==> config.mk <==
export PLATFORM = sky130hd
export DESIGN_NAME = mp_io_port
export DESIGN_NICKNAME = d
export VERILOG_FILES = /design/src/rtl/mp_io_pkg.sv /design/src/rtl/mp_io_fifo.sv /design/src/rtl/mp_io_port.sv
export SDC_FILE = /design/constraint.sdc
export NUM_CORES = 1
export LEC_CHECK = 0
export CELL_PAD_IN_SITES_DETAIL_PLACEMENT = 2
export CELL_PAD_IN_SITES_GLOBAL_PLACEMENT = 2
export CORE_UTILIZATION = 40
export CTS_CLUSTER_DIAMETER = 80
export CTS_CLUSTER_SIZE = 14
export DETAILED_ROUTE_END_ITERATION = 7
export HOLD_SLACK_MARGIN = 0.05
export PLACE_DENSITY = 0.88
export SYNTH_ARGS = -nofsm -noshare
export SYNTH_HDL_FRONTEND = slang
export SYNTH_SLANG_ARGS = --single-unit
==> constraint.sdc <==
create_clock -name clock -period 3.44 [get_ports clock]
set_input_delay 0.688 -clock clock [delete_from_list [all_inputs] [get_ports clock]]
set_output_delay 0.688 -clock clock [all_outputs]
set_load 0.02 [all_outputs]
==> src/rtl/mp_io_pkg.sv <==
// Shared constants for the mp_io_port byte I/O peripheral.
package mp_io_pkg;
  localparam int                DATA_W        = 8;
  localparam logic [DATA_W-1:0] IDLE_BYTE     = 8'h00;
  localparam int                IN_DEPTH_DEF  = 4;
  localparam int                OUT_DEPTH_DEF = 4;
endpackage

==> src/rtl/mp_io_fifo.sv <==
// First-word-fall-through byte FIFO; the head is visible whenever not empty,
// and an empty FIFO presents IDLE_BYTE. A pop on a full FIFO frees a slot for a same-cycle push.
module mp_io_fifo
  import mp_io_pkg::*;
#(
  parameter int DEPTH = 4
) (
  input  logic                      clock,
  input  logic                      reset,
  input  logic                      push_i,
  input  logic [DATA_W-1:0]         push_data_i,
  input  logic                      pop_i,
  output logic [DATA_W-1:0]         data_o,
  output logic                      full_o,
  output logic                      empty_o,
  output logic [$clog2(DEPTH):0]    count_o
);
  localparam int AW = $clog2(DEPTH);
  localparam int CW = AW + 1;

  logic [DATA_W-1:0] mem_q [DEPTH];
  logic [AW-1:0]     wr_ptr_q, wr_ptr_d;
  logic [AW-1:0]     rd_ptr_q, rd_ptr_d;
  logic [CW-1:0]     count_q, count_d;
  logic              push_ok, pop_ok;

  assign empty_o = (count_q == '0);
  assign full_o  = (count_q == CW'(DEPTH));
  assign pop_ok  = pop_i && !empty_o;
  assign push_ok = push_i && (!full_o || pop_ok);
  assign data_o  = empty_o ? IDLE_BYTE : mem_q[rd_ptr_q];
  assign count_o = count_q;

  always_comb begin
    wr_ptr_d = wr_ptr_q;
    rd_ptr_d = rd_ptr_q;
    count_d  = count_q;
    if (push_ok) wr_ptr_d = wr_ptr_q + AW'(1);
    if (pop_ok)  rd_ptr_d = rd_ptr_q + AW'(1);
    case ({push_ok, pop_ok})
      2'b10:   count_d = count_q + CW'(1);
      2'b01:   count_d = count_q - CW'(1);
      default: count_d = count_q;
    endcase
  end

  always_ff @(posedge clock or negedge reset) begin
    if (!reset) begin
      wr_ptr_q <= '0;
      rd_ptr_q <= '0;
      count_q  <= '0;
    end else begin
      wr_ptr_q <= wr_ptr_d;
      rd_ptr_q <= rd_ptr_d;
      count_q  <= count_d;
    end
  end

  // Storage needs no reset: an empty FIFO never exposes it.
  always_ff @(posedge clock) begin
    if (push_ok) mem_q[wr_ptr_q] <= push_data_i;
  end
endmodule

==> src/rtl/mp_io_port.sv <==
// Byte I/O port between a host valid/ready interface and the CPU IN/OUT buses.
// Optional MP_IO_CHANGE_DETECT_EN: capture the CPU OUT bus on value change instead of cpu_wr.
module mp_io_port
  import mp_io_pkg::*;
#(
  parameter int IN_DEPTH  = IN_DEPTH_DEF,
  parameter int OUT_DEPTH = OUT_DEPTH_DEF
) (
  input  logic              clock,
  input  logic              reset,
  input  logic [DATA_W-1:0] host_in_data,
  input  logic              host_in_valid,
  output logic              host_in_ready,
  output logic [DATA_W-1:0] cpu_in,
  output logic              cpu_in_avail,
  input  logic              cpu_rd,
  input  logic [DATA_W-1:0] cpu_out,
  input  logic              cpu_wr,
  output logic [DATA_W-1:0] host_out_data,
  output logic              host_out_valid,
  input  logic              host_out_ready,
  output logic              out_overflow,
  output logic              rd_underflow
);
  logic                      in_full, in_empty;
  logic                      out_full, out_empty;
  logic [$clog2(IN_DEPTH):0]  in_count;
  logic [$clog2(OUT_DEPTH):0] out_count;
  logic                      in_push, out_pop;
  logic                      out_push_req;
  logic [DATA_W-1:0]         out_push_data;
  logic                      ovf_q, ovf_d;
  logic                      unf_q, unf_d;
  logic                      unused_counts;

  assign host_in_ready  = !in_full;
  assign in_push        = host_in_valid && !in_full;
  assign cpu_in_avail   = !in_empty;
  assign host_out_valid = !out_empty;
  assign out_pop        = !out_empty && host_out_ready;
  assign unused_counts  = ^{in_count, out_count};

  mp_io_fifo #(.DEPTH(IN_DEPTH)) u_in_fifo (
    .clock       (clock),
    .reset       (reset),
    .push_i      (in_push),
    .push_data_i (host_in_data),
    .pop_i       (cpu_rd),
    .data_o      (cpu_in),
    .full_o      (in_full),
    .empty_o     (in_empty),
    .count_o     (in_count)
  );

  mp_io_fifo #(.DEPTH(OUT_DEPTH)) u_out_fifo (
    .clock       (clock),
    .reset       (reset),
    .push_i      (out_push_req),
    .push_data_i (out_push_data),
    .pop_i       (out_pop),
    .data_o      (host_out_data),
    .full_o      (out_full),
    .empty_o     (out_empty),
    .count_o     (out_count)
  );

`ifdef MP_IO_CHANGE_DETECT_EN
  logic [DATA_W-1:0] cpu_out_q;
  logic [DATA_W-1:0] last_out_q, last_out_d;
  logic              unused_cpu_wr;

  assign unused_cpu_wr = cpu_wr;
  assign out_push_req  = (cpu_out_q != last_out_q);
  assign out_push_data = cpu_out_q;
  // last_out follows every change event, even when the byte is dropped.
  assign last_out_d    = out_push_req ? cpu_out_q : last_out_q;

  always_ff @(posedge clock or negedge reset) begin
    if (!reset) begin
      cpu_out_q  <= IDLE_BYTE;
      last_out_q <= IDLE_BYTE;
    end else begin
      cpu_out_q  <= cpu_out;
      last_out_q <= last_out_d;
    end
  end
`else
  assign out_push_req  = cpu_wr;
  assign out_push_data = cpu_out;
`endif

  always_comb begin
    ovf_d = ovf_q;
    unf_d = unf_q;
    if (out_push_req && out_full && !out_pop) ovf_d = 1'b1;
    if (cpu_rd && in_empty)                   unf_d = 1'b1;
  end

  always_ff @(posedge clock or negedge reset) begin
    if (!reset) begin
      ovf_q <= 1'b0;
      unf_q <= 1'b0;
    end else begin
      ovf_q <= ovf_d;
      unf_q <= unf_d;
    end
  end

  assign out_overflow = ovf_q;
  assign rd_underflow = unf_q;
endmodule
==> results of run 1 <==
## layout by cell type, fill, tap and decap left out, drive strengths merged, types with 3 or more instances in the layout
| cell | count |
|---|---|
| clkbuf | 11 |
| xnor2 | 6 |
| nand3 | 4 |
| nor2 | 3 |
| inv | 15 |
| and2 | 22 |
| and3 | 4 |
| dfrtp | 16 |
| xor2 | 5 |
| clkdlybuf4s50 | 42 |
| edfxtp | 64 |
| ha | 9 |
| mux4 | 16 |
## flip-flops by register name, summed over array words and instances, names as in the netlist
name and flops:
out_overflow 1, u_out_fifo.mem_q 32, u_in_fifo.mem_q 32, u_in_fifo.count_o 3
rd_underflow 1, u_out_fifo.count_o 3, u_in_fifo.wr_ptr_q 2, u_in_fifo.rd_ptr_q 2
u_out_fifo.rd_ptr_q 2, u_out_fifo.wr_ptr_q 2
## power groups by stage
stage	clock network [W]	logic (W)	registers, W
CTS	0.000772	0.00157	0.00155
finish	0.000754	0.00154	0.00154
floorplan	0	0.00104	0.00142
global route	0.000802	0.00165	0.00158
global placement	0	0.00144	0.00154
detailed placement	0	0.00155	0.00157
## metrics by stage
step	util [%]	instances	hold slack, ns	total power, W
2_1_floorplan	-	195	0.392	0.00246
3_3_place_gp	47.6	334	0.462	0.00298
3_5_place_dp	47.6	334	0.475	0.00312
4_1_cts	50.2	350	0.487	0.00389
5_1_grt	50.2	350	0.499	0.00404
6_report	50.2	350	0.487	0.00384
## routing by layer
| metal | share of wire [%] | vias up |
|---|---|---|
| met3 | 2.9 | 11 |
| met2 | 52 | 42 |
| met5 | 0 | - |
| met1 | 43 | 971 |
| met4 | 1.7 | 0 |
| li1 | - | 816 |
## worst max path at each step
stage                                startpoint                     to  slack [ns]
after CTS                 u_in_fifo.rd_ptr_q[0]              cpu_in[1]        0.24
after global placement                   cpu_wr  u_out_fifo.count_o[2]        0.61
after detailed placement                 cpu_wr  u_out_fifo.count_o[2]        0.44
after floorplan           u_out_fifo.count_o[2]  u_out_fifo.count_o[2]        1.14
after global routing      u_in_fifo.rd_ptr_q[0]              cpu_in[1]        0.17
final                     u_in_fifo.rd_ptr_q[0]              cpu_in[1]        0.32
## cell families after synthesis
| kind of cell | count (synthesis) |
|---|---|
| AND/OR/NAND/NOR | 41 |
| flip-flops | 80 |
| buffers and inverters | 22 |
| AO/OA/AOI/OAI | 11 |
| XOR/XNOR | 11 |
| adder cells (fa/ha/maj) | 11 |
| multiplexers | 19 |
## final cells by class
class	count	area, µm²	share of cell area [%]
Multi-Input combinational cell	93	988	23.9
Sequential cell	80	2320	56.3
Inverter	14	52.6	1.27
Timing Repair Buffer	42	420	10.2
Clock buffer	11	131	3.18
Tap cell	105	131	3.18
Clock inverter	5	81.3	1.97
==> flow_summary.yaml, run 1 <==
global_routing:
  grtUsageTotal_pct: 19.6
  grt_use_met3_pct: 5.66
  grt_max_degree: 17
  busiest_layer: "met2"
  grt.met1_usage_pct: 23.6
  grt_pass1_vias: 2098
  overflow: 0
  antenna_found_initial: 0
  grt_pass1_wl_um: 12000
  grtUsageMet2_pct: 32.9
hold_path:
  min_from: "u_in_fifo.count_o[2]"
  hp-class: "reg -> reg"
  hold_depth: 1
  worst_hold_path.endpoint: "u_in_fifo.count_o[2]"
yosys:
  synth_fa_ha_area_share_pct: 4.48
  syn-num-nets: 228
  synth_top_family_by_area: "multiplexers"
  yosysTopAreaCell: "edfxtp_1"
  syn_avg_cell_area_um2: 17.5
  synth-seq-area-share_pct: 68.2
  yosys-top-cells-area: "edfxtp_1 56%, dfrtp_1 12%, mux4_2 11%, and2_1 3.9%, ha_1 3.3%"
  synth_flop_cell: "edfxtp_1"
  yosysMostFrequentCell: "edfxtp_1"
  synth-seq-cells: 80
  synth_area_mm2: 0.00341
  synth_edf_count: 64
  yosys_warnings: 0
  synthDominantCellAreaShare_pct: 56.4
  synth-xor-area-share_pct: 2.83
  synthArstFlopShare_pct: 20.0
  synth_compound_area_share_pct: 2.50
  netlist_top_cells_count: "64 x edfxtp_1, 21 x and2_1, 16 x dfrtp_1, 16 x mux4_2, 14 x inv_1"
  muxShareOfSynthArea_pct: 11.6
  syn_inst: 195
  ys_types: 38
  synth-simple-area-share_pct: 7.57
die:
  rows: 33
  io_pins: 43
  die_y_um: 94.3
  core_mm2: 0.00822
  die-area_mm2: 0.00889
  start_util_pct: 41.5
  die_x_um: 94.3
route:
  antenna_left: 0
  drt_first_pass_iters: 4
  drcViolationCount: 0
  num_vias: 1840
  avgRoutedWirePerCell_um: 22.2
  routed_wl_um: 7780
  vias_per_cell: 5.26
  drtIter0Drc: 63
outcome:
  status: "completed"
clock_tree:
  cts_buffers: 9
  clock_latency_ns: 0.36
  clock_sinks: 80
  clock_path_buffers: 2
  clk_pin_slew_ns: 0.07
  cts_tree: "built"
  cts-root-buf: "clkbuf_8"
  cts_max_level: 3
  cts_hold_buf: 0
  cts_setup_buffers: 0
  cts.repair.resized: 0
critical_path:
  critical_path_class: "reg -> out"
  worstPathRequired_ns: 2.75
  ff2ff_setup_slack_ns: 1.01
  crit_buf_inv: 1
  r2r_end: "u_out_fifo.count_o[2]"
  crit_path_end_kind: "output pin"
  reg2regPathDepth: 6
  worst_path_max_delay_cell: "dfrtp_1"
  crit_chain: "mux4_2 -> and2_1 -> clkdlybuf4s50_1"
  max_stage_delay_ns: 0.75
  crit_family: "flip-flops"
  startpoint_type: "register"
  worstPathArrival_ns: 2.43
  regToRegStartpoint: "u_out_fifo.count_o[2]"
  crit_fanout: 10
  cp.depth: 3
placement:
  placed_cell_area_mm2: 0.00392
  dp.final_hpwl_um: 5410
  dp_slack_ns: 0.439
  gp_congestion: 0.790
  port_buffers: 42
timing:
  tightest_slew_ns: 0.790
  fin_worst_skew_ns: 0.0107
  rsz0062_at_grt: "no"
  setup_tns_ns: 0
  setup_ws_ns: 0.318
  slew_violations: 0
  max_slew_margin_pct: 47.2
  setup_viol: 0
  finalCriticalPeriod_ns: 3.12
  max_freq_ghz: 0.320
  hold_viol: 0
  min_period_over_period_pct: 90.8
power_and_ir_drop:
  seqPwrFrac_pct: 40.2
  pwr-share-comb_pct: 40.1
  p_per_area_mw_per_mm2: 930
  switching_share_pct: 34.5
  power.switching_w: 0.00132
  cellInternalPower_w: 0.00252
  power.leakage_nw: 1.48
  vdd_ir_drop_max_mv: 0.302
  clkPwrFrac_pct: 19.6
finish:
  n_fill_cell: 736
  areaGrowthSynthToFinish_pct: 21.2
  n_antenna_cell: 0
  layout-drive-gt1-share_pct: 16.3
  layout.nets: 273
  stdcell_area_mm2: 0.00413
run:
  timing.max_cap.violations: 0
Note: power is estimated with default switching activity, not from simulation.
==> run 2: changes to the inputs <==
- CORE_UTILIZATION: 40 -> 36
- GPL_ROUTABILITY_DRIVEN: unset -> 0
- PLACE_DENSITY: 0.88 -> 0.84
- clock period: 3.44 -> 2.69 ns (I/O delays scaled with it)
==> run 2 against run 1 <==
Effect of this change:
- hold slack better by 0.020 ns
- die area is 11% higher
- clock skew hardly changed
- clock power is 16% higher
- total power is 25% higher
- combinational power is 32% higher
- global-route usage is 3.2 points lower
- largest cell class unchanged
- routed wire length is 5.8% lower
- largest power group is now combinational logic
==> flow_summary.yaml, run 2 (same netlist as run 1, synthesis figures left out) <==
outcome:
  status: "completed"
finish:
  layout_common_cells: "64 x edfxtp_1, 29 x clkdlybuf4s50_1, 21 x and2_1"
  layout.nets: 280
  final_common_cell: "edfxtp_1"
  fin_cells: 363
  stdcell_area_mm2: 0.00421
  reg_top3: "u_in_fifo.mem_q (32), u_out_fifo.mem_q (32)"
  areaGrowthSynthToFinish_pct: 23.7
  n_antenna_cell: 0
  n_fill_cell: 852
  layout-drive-gt1-share_pct: 19.0
timing:
  min_period_over_period_pct: 96.8
  tightest_slew_ns: 0.826
  rsz0062_at_grt: "no"
  setup_ws_ns: 0.0848
  max_freq_ghz: 0.384
  finalCriticalPeriod_ns: 2.61
  setup_viol: 0
  max_slew_margin_pct: 44.7
  setup_tns_ns: 0
  hold_viol: 0
  fin_worst_skew_ns: 0.0104
  slew_violations: 0
route:
  drcViolationCount: 0
  num_vias: 1832
  avgRoutedWirePerCell_um: 20.2
  vias_per_cell: 5.05
  antenna_left: 0
  routed_wl_um: 7320
  drt_first_pass_iters: 4
  drtIter0Drc: 73
clock_tree:
  cts_hold_buf: 0
  clock_sinks: 80
  cts_max_level: 3
  clock_latency_ns: 0.35
  cts_tree: "built"
  cts-root-buf: "clkbuf_8"
  cts_buffers: 9
  clk_pin_slew_ns: 0.08
  clock_path_buffers: 2
critical_path:
  regToRegStartpoint: "u_in_fifo.count_o[0]"
  worstPathRequired_ns: 2.15
  startpoint: "u_in_fifo.rd_ptr_q[0]"
  crit_fanout: 4
  worstPathArrival_ns: 2.07
  critical_path_class: "reg -> out"
  crit_path_end_kind: "output pin"
  startpoint_type: "register"
global_routing:
  grt_max_degree: 17
  antenna_found_initial: 0
  grt_pass1_wl_um: 11700
  grt_pass1_vias: 2017
  grtUsageTotal_pct: 16.4
  overflow: 0
die:
  die_x_um: 99.3
  core_mm2: 0.00920
  die_y_um: 99.3
  io_pins: 43
  rows: 35
  start_util_pct: 37.0
  die-area_mm2: 0.00986
power_and_ir_drop:
  p_per_area_mw_per_mm2: 1140
  cellInternalPower_w: 0.00314
  clkPwrFrac_pct: 18.2
  pwr-share-comb_pct: 42.2
  seqPwrFrac_pct: 39.6
  switching_share_pct: 34.7
  vdd_ir_drop_max_mv: 0.307
  power.switching_w: 0.00167
  power.leakage_nw: 1.63
placement:
  dp_slack_ns: 0.164
  port_buffers: 42
  dp.final_hpwl_um: 5150
  placed_cell_area_mm2: 0.00398
  numPlacedInstances: 346
hold_path:
  min_from: "out_overflow"
  hp-class: "reg -> reg"
run:
  timing.max_cap.violations: 0
==> run 2: cell types whose count changed in the layout (fill, tap and decap cells not counted), sizes merged, moves of 2 or more <==
cell / change
dlymetal6s2s: +10
clkinv: +3
clkbuf: -2
buf: +7
dlygate4sd2: +3
clkdlybuf4s50: -13
==> run 2: through the flow <==
step	hold WS, ns	utilization, %	total power [W]
6_report	0.508	45.8	0.00482
5_1_grt	0.523	45.8	0.00510
4_1_cts	0.509	45.5	0.00491
3_5_place_dp	0.481	43.3	0.00403
3_3_place_gp	0.454	43.3	0.00388
2_1_floorplan	0.242	-	0.00314
==> run 2: power by group through the flow <==
stage	combinational [W]	sequential [W]	clock [W]
2_1_floorplan	0.00133	0.00181	0
6_report	0.00203	0.00191	0.000875
3_3_place_gp	0.00199	0.00189	0
3_5_place_dp	0.00210	0.00193	0
5_1_grt	0.00222	0.00195	0.000941
4_1_cts	0.00210	0.00191	0.000895
==> run 2: path summary, 6_finish.rpt <==
kind | endpoint | slack (ns) | cells after the start
worst max register to register | u_in_fifo.count_o[2] | 0.40 | 9
worst max-delay path | cpu_in[7] | 0.08 | 4
min in group asynchronous | out_overflow | 0.66 | 1
worst min register to register | out_overflow | 0.51 | 1
max in group asynchronous | u_in_fifo.rd_ptr_q[0] | 1.52 | 1
worst min-delay path | out_overflow | 0.51 | 1
==> run 2: layout make-up <==
cell class	instances	area [µm²]	share of cell area, %
clock inverter	7	71.3	1.69
multi-input combinational	93	997	23.7
tap	111	139	3.30
timing repair buffer	49	507	12.0
inverter	14	52.6	1.25
clock buffer	9	124	2.94
sequential	80	2320	55.1
==> run 2: routing by layer <==
layer | part of all wire, % | up-vias | global-route usage, %
met5 | 0 | - | 0
met3 | 2.9 | 7 | 3.51
met1 | 43 | 961 | 20.6
li1 | - | 830 | -
met4 | 1.4 | 0 | 6.45
met2 | 53 | 34 | 27.8
==> run 2: critical path, cell delays in order, from the launching register on <==
cell and delay, ns:
dfrtp_1 0.37, buf_4 0.16, mux4_2 0.49, and2_1 0.17, clkdlybuf4s50_1 0.53
==> run 2: repair_timing <==
action | CTS | global route
resized for setup | 4 | 11
buffers inserted | 1 | 0
gates cloned | 0 | 0
setup endpoints to repair | 15 | 10
